--- config.mk ---
export PLATFORM = sky130hd
export DESIGN_NAME = alu_pipe
export DESIGN_NICKNAME = d
export VERILOG_FILES = /design/src/rtl/alu_pkg.sv /design/src/rtl/alu_mul_seq.sv /design/src/rtl/alu_pipe.sv
export SDC_FILE = /design/constraint.sdc
export NUM_CORES = 1
export LEC_CHECK = 0
export ABC_AREA = 0
export ABC_CLOCK_PERIOD_IN_PS = 3800
export CAP_MARGIN = 25
export CORE_MARGIN = 4
export CORE_UTILIZATION = 56
export DETAILED_ROUTE_END_ITERATION = 7
export PLACE_DENSITY = 0.84
export SLEW_MARGIN = 30
export SYNTH_ARGS = -nofsm -noshare
export SYNTH_HDL_FRONTEND = slang
export SYNTH_SLANG_ARGS = --single-unit
--- constraint.sdc ---
create_clock -name clk -period 3.8 [get_ports clk]
set_input_delay 0.57 -clock clk [delete_from_list [all_inputs] [get_ports clk]]
set_output_delay 0.57 -clock clk [all_outputs]
set_load 0.01 [all_outputs]
--- src/rtl/alu_pkg.sv ---
// Shared definitions for the pipelined ALU: op codes, FSM states and flag bit positions.
// Op codes 0-7 match the original combinational 8-bit ALU.
package alu_pkg;

  localparam logic [3:0] OP_AND   = 4'h0;
  localparam logic [3:0] OP_OR    = 4'h1;
  localparam logic [3:0] OP_XOR   = 4'h2;
  localparam logic [3:0] OP_NOTA  = 4'h3;
  localparam logic [3:0] OP_ADD   = 4'h4;
  localparam logic [3:0] OP_SUB   = 4'h5;
  localparam logic [3:0] OP_INC   = 4'h6;
  localparam logic [3:0] OP_DEC   = 4'h7;
  localparam logic [3:0] OP_ADC   = 4'h8;
  localparam logic [3:0] OP_SBC   = 4'h9;
  localparam logic [3:0] OP_SHL   = 4'hA;
  localparam logic [3:0] OP_SHR   = 4'hB;
  localparam logic [3:0] OP_ASR   = 4'hC;
  localparam logic [3:0] OP_CMP   = 4'hD;
  localparam logic [3:0] OP_MUL   = 4'hE;
  localparam logic [3:0] OP_PASSB = 4'hF;

  typedef enum logic [1:0] {
    ST_IDLE = 2'd0,
    ST_MUL  = 2'd1,
    ST_DONE = 2'd2
  } state_e;

  localparam int unsigned FLAG_C = 0;
  localparam int unsigned FLAG_Z = 1;
  localparam int unsigned FLAG_V = 2;
  localparam int unsigned FLAG_N = 3;
  localparam int unsigned FLAG_W = 4;

endpackage

--- src/rtl/alu_mul_seq.sv ---
// Sequential shift-add unsigned multiplier. The first partial product is taken on the
// start edge, so the full product is ready after WIDTH clock edges in total.
module alu_mul_seq
  import alu_pkg::*;
#(
  parameter int WIDTH = 8
) (
  input  logic               clk,
  input  logic               rst,
  input  logic               start_i,
  input  logic [WIDTH-1:0]   a_i,
  input  logic [WIDTH-1:0]   b_i,
  output logic               last_o,
  output logic [2*WIDTH-1:0] prod_o
);

  localparam int CW = $clog2(WIDTH + 1);

  logic [2*WIDTH-1:0] acc_q, acc_d;
  logic [2*WIDTH-1:0] mcand_q, mcand_d;
  logic [WIDTH-1:0]   mplier_q, mplier_d;
  logic [CW-1:0]      cnt_q, cnt_d;
  logic               run_q, run_d;

  // Iteration step: add shifted multiplicand when the current multiplier bit is set.
  always_comb begin
    acc_d    = acc_q;
    mcand_d  = mcand_q;
    mplier_d = mplier_q;
    cnt_d    = cnt_q;
    run_d    = run_q;
    if (start_i) begin
      acc_d    = b_i[0] ? {{WIDTH{1'b0}}, a_i} : {(2*WIDTH){1'b0}};
      mcand_d  = {{(WIDTH-1){1'b0}}, a_i, 1'b0};
      mplier_d = b_i >> 1;
      cnt_d    = CW'(WIDTH - 1);
      run_d    = 1'b1;
    end else if (run_q) begin
      acc_d    = mplier_q[0] ? (acc_q + mcand_q) : acc_q;
      mcand_d  = mcand_q << 1;
      mplier_d = mplier_q >> 1;
      cnt_d    = cnt_q - CW'(1);
      run_d    = (cnt_q != CW'(1));
    end else begin
      run_d    = 1'b0;
    end
  end

  // Multiplier state; reset aborts an operation in flight.
  always_ff @(posedge clk) begin
    if (rst) begin
      acc_q    <= {(2*WIDTH){1'b0}};
      mcand_q  <= {(2*WIDTH){1'b0}};
      mplier_q <= {WIDTH{1'b0}};
      cnt_q    <= {CW{1'b0}};
      run_q    <= 1'b0;
    end else begin
      acc_q    <= acc_d;
      mcand_q  <= mcand_d;
      mplier_q <= mplier_d;
      cnt_q    <= cnt_d;
      run_q    <= run_d;
    end
  end

  assign last_o = run_q && (cnt_q == CW'(1));
  assign prod_o = acc_q;

endmodule

--- src/rtl/alu_pipe.sv ---
// Handshaked ALU with registered result/flags, carry-chained ADC/SBC and a
// multi-cycle multiply. The flags register doubles as the architectural carry.
module alu_pipe
  import alu_pkg::*;
#(
  parameter int WIDTH  = 8,
  parameter int MUL_EN = 1
) (
  input  logic             clk,
  input  logic             rst,
  input  logic             in_valid,
  output logic             in_ready,
  input  logic [WIDTH-1:0] a,
  input  logic [WIDTH-1:0] b,
  input  logic [3:0]       op,
  output logic             out_valid,
  input  logic             out_ready,
  output logic [WIDTH-1:0] res,
  output logic             c_out,
  output logic             zero,
  output logic             ovf,
  output logic             neg,
  output logic             busy
);

  localparam int M = WIDTH - 1;

  state_e             state_q, state_d;
  logic [WIDTH-1:0]   res_q, res_d;
  logic [FLAG_W-1:0]  flags_q, flags_d;
  logic               out_valid_q, out_valid_d;

  logic               out_free_s, accept_s, mul_start_s, mul_last_s;
  logic               load_alu_s, load_mul_s;
  logic [2*WIDTH-1:0] prod_s;
  logic [WIDTH-1:0]   alu_res_s, opb_s;
  logic [WIDTH:0]     sum_s;
  logic               alu_c_s, alu_v_s, arith_s, sub_s, cin_s, clr_s;

  assign out_free_s  = !out_valid_q || out_ready;
  assign in_ready    = (state_q == ST_IDLE) && out_free_s;
  assign accept_s    = in_valid && in_ready;
  assign mul_start_s = accept_s && (op == OP_MUL) && (MUL_EN != 0);
  assign load_alu_s  = accept_s && !mul_start_s;
  assign load_mul_s  = (state_q == ST_DONE) && out_free_s;

  alu_mul_seq #(.WIDTH(WIDTH)) u_mul (
    .clk     (clk),
    .rst     (rst),
    .start_i (mul_start_s),
    .a_i     (a),
    .b_i     (b),
    .last_o  (mul_last_s),
    .prod_o  (prod_s)
  );

  // Single-cycle datapath; CMP leaves the difference in alu_res_s for flag generation only.
  always_comb begin
    alu_res_s = {WIDTH{1'b0}};
    alu_c_s   = 1'b0;
    alu_v_s   = 1'b0;
    opb_s     = b;
    arith_s   = 1'b0;
    sub_s     = 1'b0;
    cin_s     = 1'b0;
    clr_s     = 1'b0;
    sum_s     = {(WIDTH+1){1'b0}};
    case (op)
      OP_AND:   alu_res_s = a & b;
      OP_OR:    alu_res_s = a | b;
      OP_XOR:   alu_res_s = a ^ b;
      OP_NOTA:  alu_res_s = ~a;
      OP_ADD:   arith_s = 1'b1;
      OP_SUB:   begin arith_s = 1'b1; sub_s = 1'b1; end
      OP_INC:   begin arith_s = 1'b1; opb_s = {{M{1'b0}}, 1'b1}; end
      OP_DEC:   begin arith_s = 1'b1; sub_s = 1'b1; opb_s = {{M{1'b0}}, 1'b1}; end
      OP_ADC:   begin arith_s = 1'b1; cin_s = flags_q[FLAG_C]; end
      OP_SBC:   begin arith_s = 1'b1; sub_s = 1'b1; cin_s = flags_q[FLAG_C]; end
      OP_SHL:   begin alu_res_s = {a[M-1:0], 1'b0}; alu_c_s = a[M]; end
      OP_SHR:   begin alu_res_s = {1'b0, a[M:1]}; alu_c_s = a[0]; end
      OP_ASR:   begin alu_res_s = {a[M], a[M:1]}; alu_c_s = a[0]; end
      OP_CMP:   begin arith_s = 1'b1; sub_s = 1'b1; end
      OP_MUL:   begin alu_res_s = b; clr_s = 1'b1; end
      OP_PASSB: alu_res_s = b;
      default:  alu_res_s = {WIDTH{1'b0}};
    endcase
    if (arith_s) begin
      if (sub_s) begin
        sum_s   = {1'b0, a} - {1'b0, opb_s} - {{WIDTH{1'b0}}, cin_s};
        alu_v_s = (a[M] != opb_s[M]) && (sum_s[M] != a[M]);
      end else begin
        sum_s   = {1'b0, a} + {1'b0, opb_s} + {{WIDTH{1'b0}}, cin_s};
        alu_v_s = (a[M] == opb_s[M]) && (sum_s[M] != a[M]);
      end
      alu_res_s = sum_s[M:0];
      alu_c_s   = sum_s[WIDTH];
    end else begin
      sum_s = {(WIDTH+1){1'b0}};
    end
  end

  // Output register, flags register and control FSM next state.
  always_comb begin
    state_d     = state_q;
    res_d       = res_q;
    flags_d     = flags_q;
    out_valid_d = out_valid_q;
    if (load_alu_s) begin
      res_d           = (op == OP_CMP) ? res_q : alu_res_s;
      flags_d[FLAG_C] = alu_c_s;
      flags_d[FLAG_V] = alu_v_s;
      flags_d[FLAG_Z] = !clr_s && (alu_res_s == {WIDTH{1'b0}});
      flags_d[FLAG_N] = !clr_s && alu_res_s[M];
      out_valid_d     = 1'b1;
    end else if (load_mul_s) begin
      res_d           = prod_s[M:0];
      flags_d[FLAG_C] = |prod_s[2*WIDTH-1:WIDTH];
      flags_d[FLAG_V] = 1'b0;
      flags_d[FLAG_Z] = (prod_s[M:0] == {WIDTH{1'b0}});
      flags_d[FLAG_N] = prod_s[M];
      out_valid_d     = 1'b1;
    end else if (out_ready) begin
      out_valid_d = 1'b0;
    end else begin
      out_valid_d = out_valid_q;
    end
    case (state_q)
      ST_IDLE: state_d = mul_start_s ? ST_MUL : ST_IDLE;
      ST_MUL:  state_d = mul_last_s ? ST_DONE : ST_MUL;
      ST_DONE: state_d = load_mul_s ? ST_IDLE : ST_DONE;
      default: state_d = ST_IDLE;
    endcase
  end

  // State and output registers.
  always_ff @(posedge clk) begin
    if (rst) begin
      state_q     <= ST_IDLE;
      res_q       <= {WIDTH{1'b0}};
      flags_q     <= {FLAG_W{1'b0}};
      out_valid_q <= 1'b0;
    end else begin
      state_q     <= state_d;
      res_q       <= res_d;
      flags_q     <= flags_d;
      out_valid_q <= out_valid_d;
    end
  end

  assign out_valid = out_valid_q;
  assign res       = res_q;
  assign c_out     = flags_q[FLAG_C];
  assign zero      = flags_q[FLAG_Z];
  assign ovf       = flags_q[FLAG_V];
  assign neg       = flags_q[FLAG_N];
  assign busy      = (state_q != ST_IDLE);

endmodule

-- After elaboration in Yosys (flattened, before gate mapping)
Cells that the tools add are included.
- bits in registers: 58
- input bits: 24
- output and inout port bits: 15
- word-level logic and storage cells: 114
- $add $sub $neg: 6
- equal/unequal tests: 24
- muxes and demuxes: 36
- bitwise gates (word level): 4
- reductions and logical operators: 33
- operators by type and width (operator ; count):
    8-bit one-hot mux with 8 select lines ; 1
    16-bit 2-to-1 mux ; 3
    8-bit 2-to-1 mux ; 6
    4-bit == test, second input constant ; 8
    9-bit 2-to-1 mux ; 3
    16-bit adder ; 1
    4-bit by 3-bit == test with 1-bit output, second input constant ; 4
    8-bit logical NOT ; 2
    7-bit 2-to-1 mux ; 2
    1-bit 2-to-1 mux ; 13
    1-bit logical AND ; 10
    2-bit OR reduction ; 5
    8-bit by 8-bit adder with 9-bit output ; 1
    9-bit by 1-bit adder with 9-bit output ; 1
    8-bit by 8-bit subtractor with 9-bit output ; 1
    9-bit by 1-bit subtractor with 9-bit output ; 1
    8-bit bitwise AND ; 1
    4-bit by 1-bit == test with 1-bit output, second input constant ; 2
    4-bit by 2-bit == test with 1-bit output, second input constant ; 2
    4-bit 2-to-1 mux ; 2
    8-bit NOT ; 1
    8-bit bitwise OR ; 1
    2-bit nonzero test ; 4
    8-bit OR reduction ; 1
    20 further kinds ; 27

-- Logic depth before layout (Yosys ltp)
- depth in word-level cells: 10
- gate-level depth with buffers: 15
- mapped depth without buffers: 13

-- Cells and area by module
A second synthesis with hierarchy kept.
- cell total of the unflattened synthesis: 667
- area, all modules: 5111.2 µm²
- by module, submodules not included (module ; instances ; cells each ; area each (µm²)):
    alu_pipe ; 1 ; 366 ; 2658.8
    alu_mul_seq ; 1 ; 301 ; 2452.4

-- Worst setup path before layout
OpenSTA, ideal clock, no wires.
- kind: input-to-reg
- from: input port op[1]
- to: register res_q[7], in the netlist res[7]
- library setup time: 86 ps
- arrival time: 3182 ps
- slack: 533 ps
- stages on the path: 13
- cells stage by stage: buf_2 -> buf_2 -> buf_2 -> a21oi_1 -> ha_1 -> inv_1 -> ha_1 -> a21oi_1 -> mux2_2 -> nor3b_1 -> mux2i_1 -> o31a_1 -> a211oi_1
- word-level cells in the longest chain between the ends: 9
- ends and longest elaborated chain (item ; line ; text):
    start, declared ; alu_pipe.sv:15 ; input logic [3:0] op,
    4-bit by 3-bit == test with 1-bit output ; alu_pipe.sv:68 ; case (op)
    2-bit OR reduction (no source line) ; n/a ;
    8-bit 2-to-1 mux ; alu_pipe.sv:68 ;
    8-bit by 8-bit adder with 9-bit output / 8-bit by 8-bit subtractor with 9-bit output (equally long branches) ; alu_pipe.sv:92, alu_pipe.sv:89 ;
    9-bit by 1-bit adder with 9-bit output / 9-bit by 1-bit subtractor with 9-bit output (equally long branches) ; alu_pipe.sv:92, alu_pipe.sv:89 ;
    9-bit 2-to-1 mux ; alu_pipe.sv:88 ; if (sub_s) begin
    8-bit 2-to-1 mux ; alu_pipe.sv:87 ; if (arith_s) begin
    8-bit 2-to-1 mux ; alu_pipe.sv:109 ; res_d = (op == OP_CMP) ? res_q : alu_res_s;
    8-bit 2-to-1 mux ; alu_pipe.sv:108 ; if (load_alu_s) begin
    end signal, assigned ; alu_pipe.sv:139 ; res_q <= {WIDTH{1'b0}};
    end signal, assigned ; alu_pipe.sv:144 ; res_q <= res_d;
    end, declared ; alu_pipe.sv:29 ; logic [WIDTH-1:0] res_q, res_d;
Parallel ways exist; a longest one is shown, timed or not. The select of a mux whose other input is x is not followed.
A chain may end at the register's enable or synchronous reset.

-- Worst setup path after layout
- from: input port op[3]
- to: register res_q[7], in the netlist res[7]
The elaborated chain is that of the path after synthesis.

==> metrics.txt <==
largest cells by area after synthesis=dfxtp_1, ha_1, a21oi_1; max capacitance violation total=0; Routed WL=15100 µm; GRT busiest layer=met2; global routing usage on met3=0.0704; Seq/Total Area, Yosys=0.228; Post-Syn Instances=642; filler cell count=734; Synth cell types=74; fin cells=813; Clock Tree Root=clkbuf_8; clock network power share=0.309; placed insts=797; routed length per instance=18.6 µm; nets=782; slowest CP cell=clkdlybuf4s50_1; Yosys top cell area share=0.228; post-CTS setup buffer count=0; fin area=5930 µm²; Chip Width=103 µm; vias=5125; final setup margin=0.234 ns; Seq. cell area=1160 µm²; Post-synth ARST share=0; drt drc=0; Rows=34; CP max FO=3; clk_lat worst skew=0.34 ns; HPWL Detailed=11600 µm; CTS Buf Count=9; YS warnings=0; vias in the first global route=5041; setup violators final=0; Total Power=1.69 mW; Slew @ Worst Pin=0.833 ns; multi-input gate area in the final layout=3590 µm²; Hold Path Class=flop to flop; syn avg cell area=7.92 µm²; power share of the combinational group=0.311; M2 GR Usage=0.463; sw frac=0.339; die area=10700 µm²; CP delay by family, top=compound AO/OA/AOI/OAI gates; buffers added on ports=38; Pint=1.11 mW; clk buf depth=2; Leak=2.43 nW; ANT cells=0; largest net degree at the start of global routing=42; post-layout util=0.677; post-synth top area cell=dfxtp_1; syn_nets=724; Final Skew=0.00805 ns; num ports=39; main flop type after synthesis=dfxtp_1; initial antenna violation count=0; CORE AREA=8760 µm²; DIE HEIGHT=103 µm; gpl congestion=1.01; crit-path cells=clkdlybuf4s50_1 -> nor3b_2 -> and2_1 -> fa_1 -> ha_1 -> o21ai_0 -> a21o_1 -> a21oi_1 -> nor3b_1 -> mux2i_1 -> o31a_1 -> a211oi_1; RSZ-0062 raised after global routing=no; CP Buf/Inv Count=1; slew margin rel.=0.443; met1 Resource Use GR=0.390; fmax=280 MHz; Final Max Tran Viols=0; drt pass-1 iters=4; crit path DAT=3.81 ns; share of cells above drive strength 1=0.111; cell area after synthesis=5090 µm²; initial drt markers=386; clock sinks=58; DRT antenna net count=0; VDD IR max=245 µV; Placed Instance Area=5750 µm²; Tot GR Track Use=0.293; register bit total from synthesis=58; Switching Power=0.572 mW; Seq pwr share=0.380; Initial Util=0.580; first-pass GRT wire length=24600 µm; Layout area overhead=16.6%; PwrDens=284 nW/µm²; CP endpoint kind=flop; Final min period=3.57 ns; fin crit share=0.938; CTS tree=done; CP Launch Type=input port; Fin. Hold Viols=0; status=complete, no violations; EDFF count, synth=0; H-tree depth=3; clk slew on worst S/H paths=0.07 ns; global route total overflow=0; crit path kind=input port to flop; WP data required=4.04 ns; worst slack, placed=-0.204 ns; CP peak stage delay=0.53 ns; vias per cell=6.30
==> layer usage <==
layer,wire length (µm),vias to the layer above
li1,-,2435
met1,6610,2424
met2,6680,232
met3,1450,34
met4,384,0
met5,0,-
==> power by group through the flow <==
stage | clock [mW] | combinational [mW] | sequential [mW]
finish | 0.521 | 0.524 | 0.641
global route | 0.560 | 0.570 | 0.643
CTS | 0.533 | 0.514 | 0.641
detailed placement | 0 | 0.510 | 0.654
global placement | 0 | 0.497 | 0.654
floorplan | 0 | 0.318 | 0.655
==> worst reg2reg max path: stages, from the launching register on <==
cell and delay (ns):
dfxtp_1 0.37, and2_1 0.19, fa_1 0.53, inv_1 0.08, ha_1 0.17, o21ai_0 0.28, a21o_1 0.22, a21oi_1 0.07
nor3b_1 0.30, mux2i_1 0.19, o31a_1 0.29, a211oi_1 0.24
==> state kept, by name, summed over array words and instances (netlist names) <==
name,cells
out_valid,1
flags_q,4
u_mul.mcand_q,15
u_mul.prod_o,16
u_mul.cnt_q,4
res,8
state_q,2
u_mul.mplier_q,7
u_mul.run_q,1
==> kinds of logic (layout without fill, tap and decap cells) <==
family,Yosys count,in the layout,synth area share
simple gates,198,198,0.192
compound gates,194,194,0.256
buf+inv,78,141,0.0676
fa+ha+maj,58,58,0.150
flops,58,58,0.228
mux,30,30,0.0608
xor+xnor,26,26,0.0448
==> synth_stat cells, drive strengths merged (6+ instances only) <==
cell type	count
buf	19
a221oi	7
a21o	9
xnor2	19
o21ai	31
nand2b	7
inv	44
a21oi	57
nor2b	10
a31oi	9
mux2i	26
a211oi	25
nor3	12
o21a	6
nand2	55
dfxtp	58
nor2	64
nand3	11
ha	53
nor4	8
xor2	7
clkbuf	15
==> metrics by stage <==
| step | hold WS (ns) | TNS, ns |
|---|---|---|
| 6_report | 0.481 | 0 |
| 2_1_floorplan | 0.449 | 0 |
| 5_1_grt | 0.502 | 0 |
| 4_1_cts | 0.482 | 0 |
| 3_5_place_dp | 0.468 | -0.537 |
| 3_3_place_gp | 0.447 | -0.124 |
==> final timing paths <==
path | from | to | slack, ns | cells past startpoint
setup / recovery | op[3] | res[7] | 0.23 | 12
hold / removal | res[2] | res[2] | 0.48 | 2
setup reg to reg | flags_q[0] | res[7] | 0.77 | 11
hold reg to reg | res[2] | res[2] | 0.48 | 2
==> repair_timing <==
| item | 4_1_cts | 5_1_grt |
|---|---|---|
| hold buffers | 0 | 0 |
| hold endpoints to repair | 0 | 0 |
| resized for setup | 0 | 2 |
| endpoints found under the setup margin | 0 | 5 |
==> cell type report <==
cell class | instances | area share
Sequential cell | 58 | 0.196
Timing Repair Buffer | 81 | 0.119
Clock inverter | 6 | 0.00696
Clock buffer | 10 | 0.0232
Tap cell | 108 | 0.0228
Inverter | 44 | 0.0278
Multi-Input combinational cell | 506 | 0.605
==> cell usage in the layout, fill, tap and decap left out, types with 4 or more instances in the layout <==
cell	count
nor2_1	61
dfxtp_1	58
a21oi_1	56
nand2_1	55
ha_1	53
inv_1	44
buf_4	43
clkdlybuf4s50_1	38
o21ai_0	30
mux2i_1	26
a211oi_1	25
xnor2_1	19
nor3_1	12
nand3_1	11
clkbuf_8	10
nor2b_1	9
a21o_1	9
a31oi_1	9
nor4_1	7
a221oi_1	7
nand2b_1	7
xor2_1	7
o21a_1	6
o211ai_1	5
a22oi_1	5
fa_1	5
a211o_1	4
o31ai_1	4
o22ai_1	4
(Power assumes the default switching activity.)
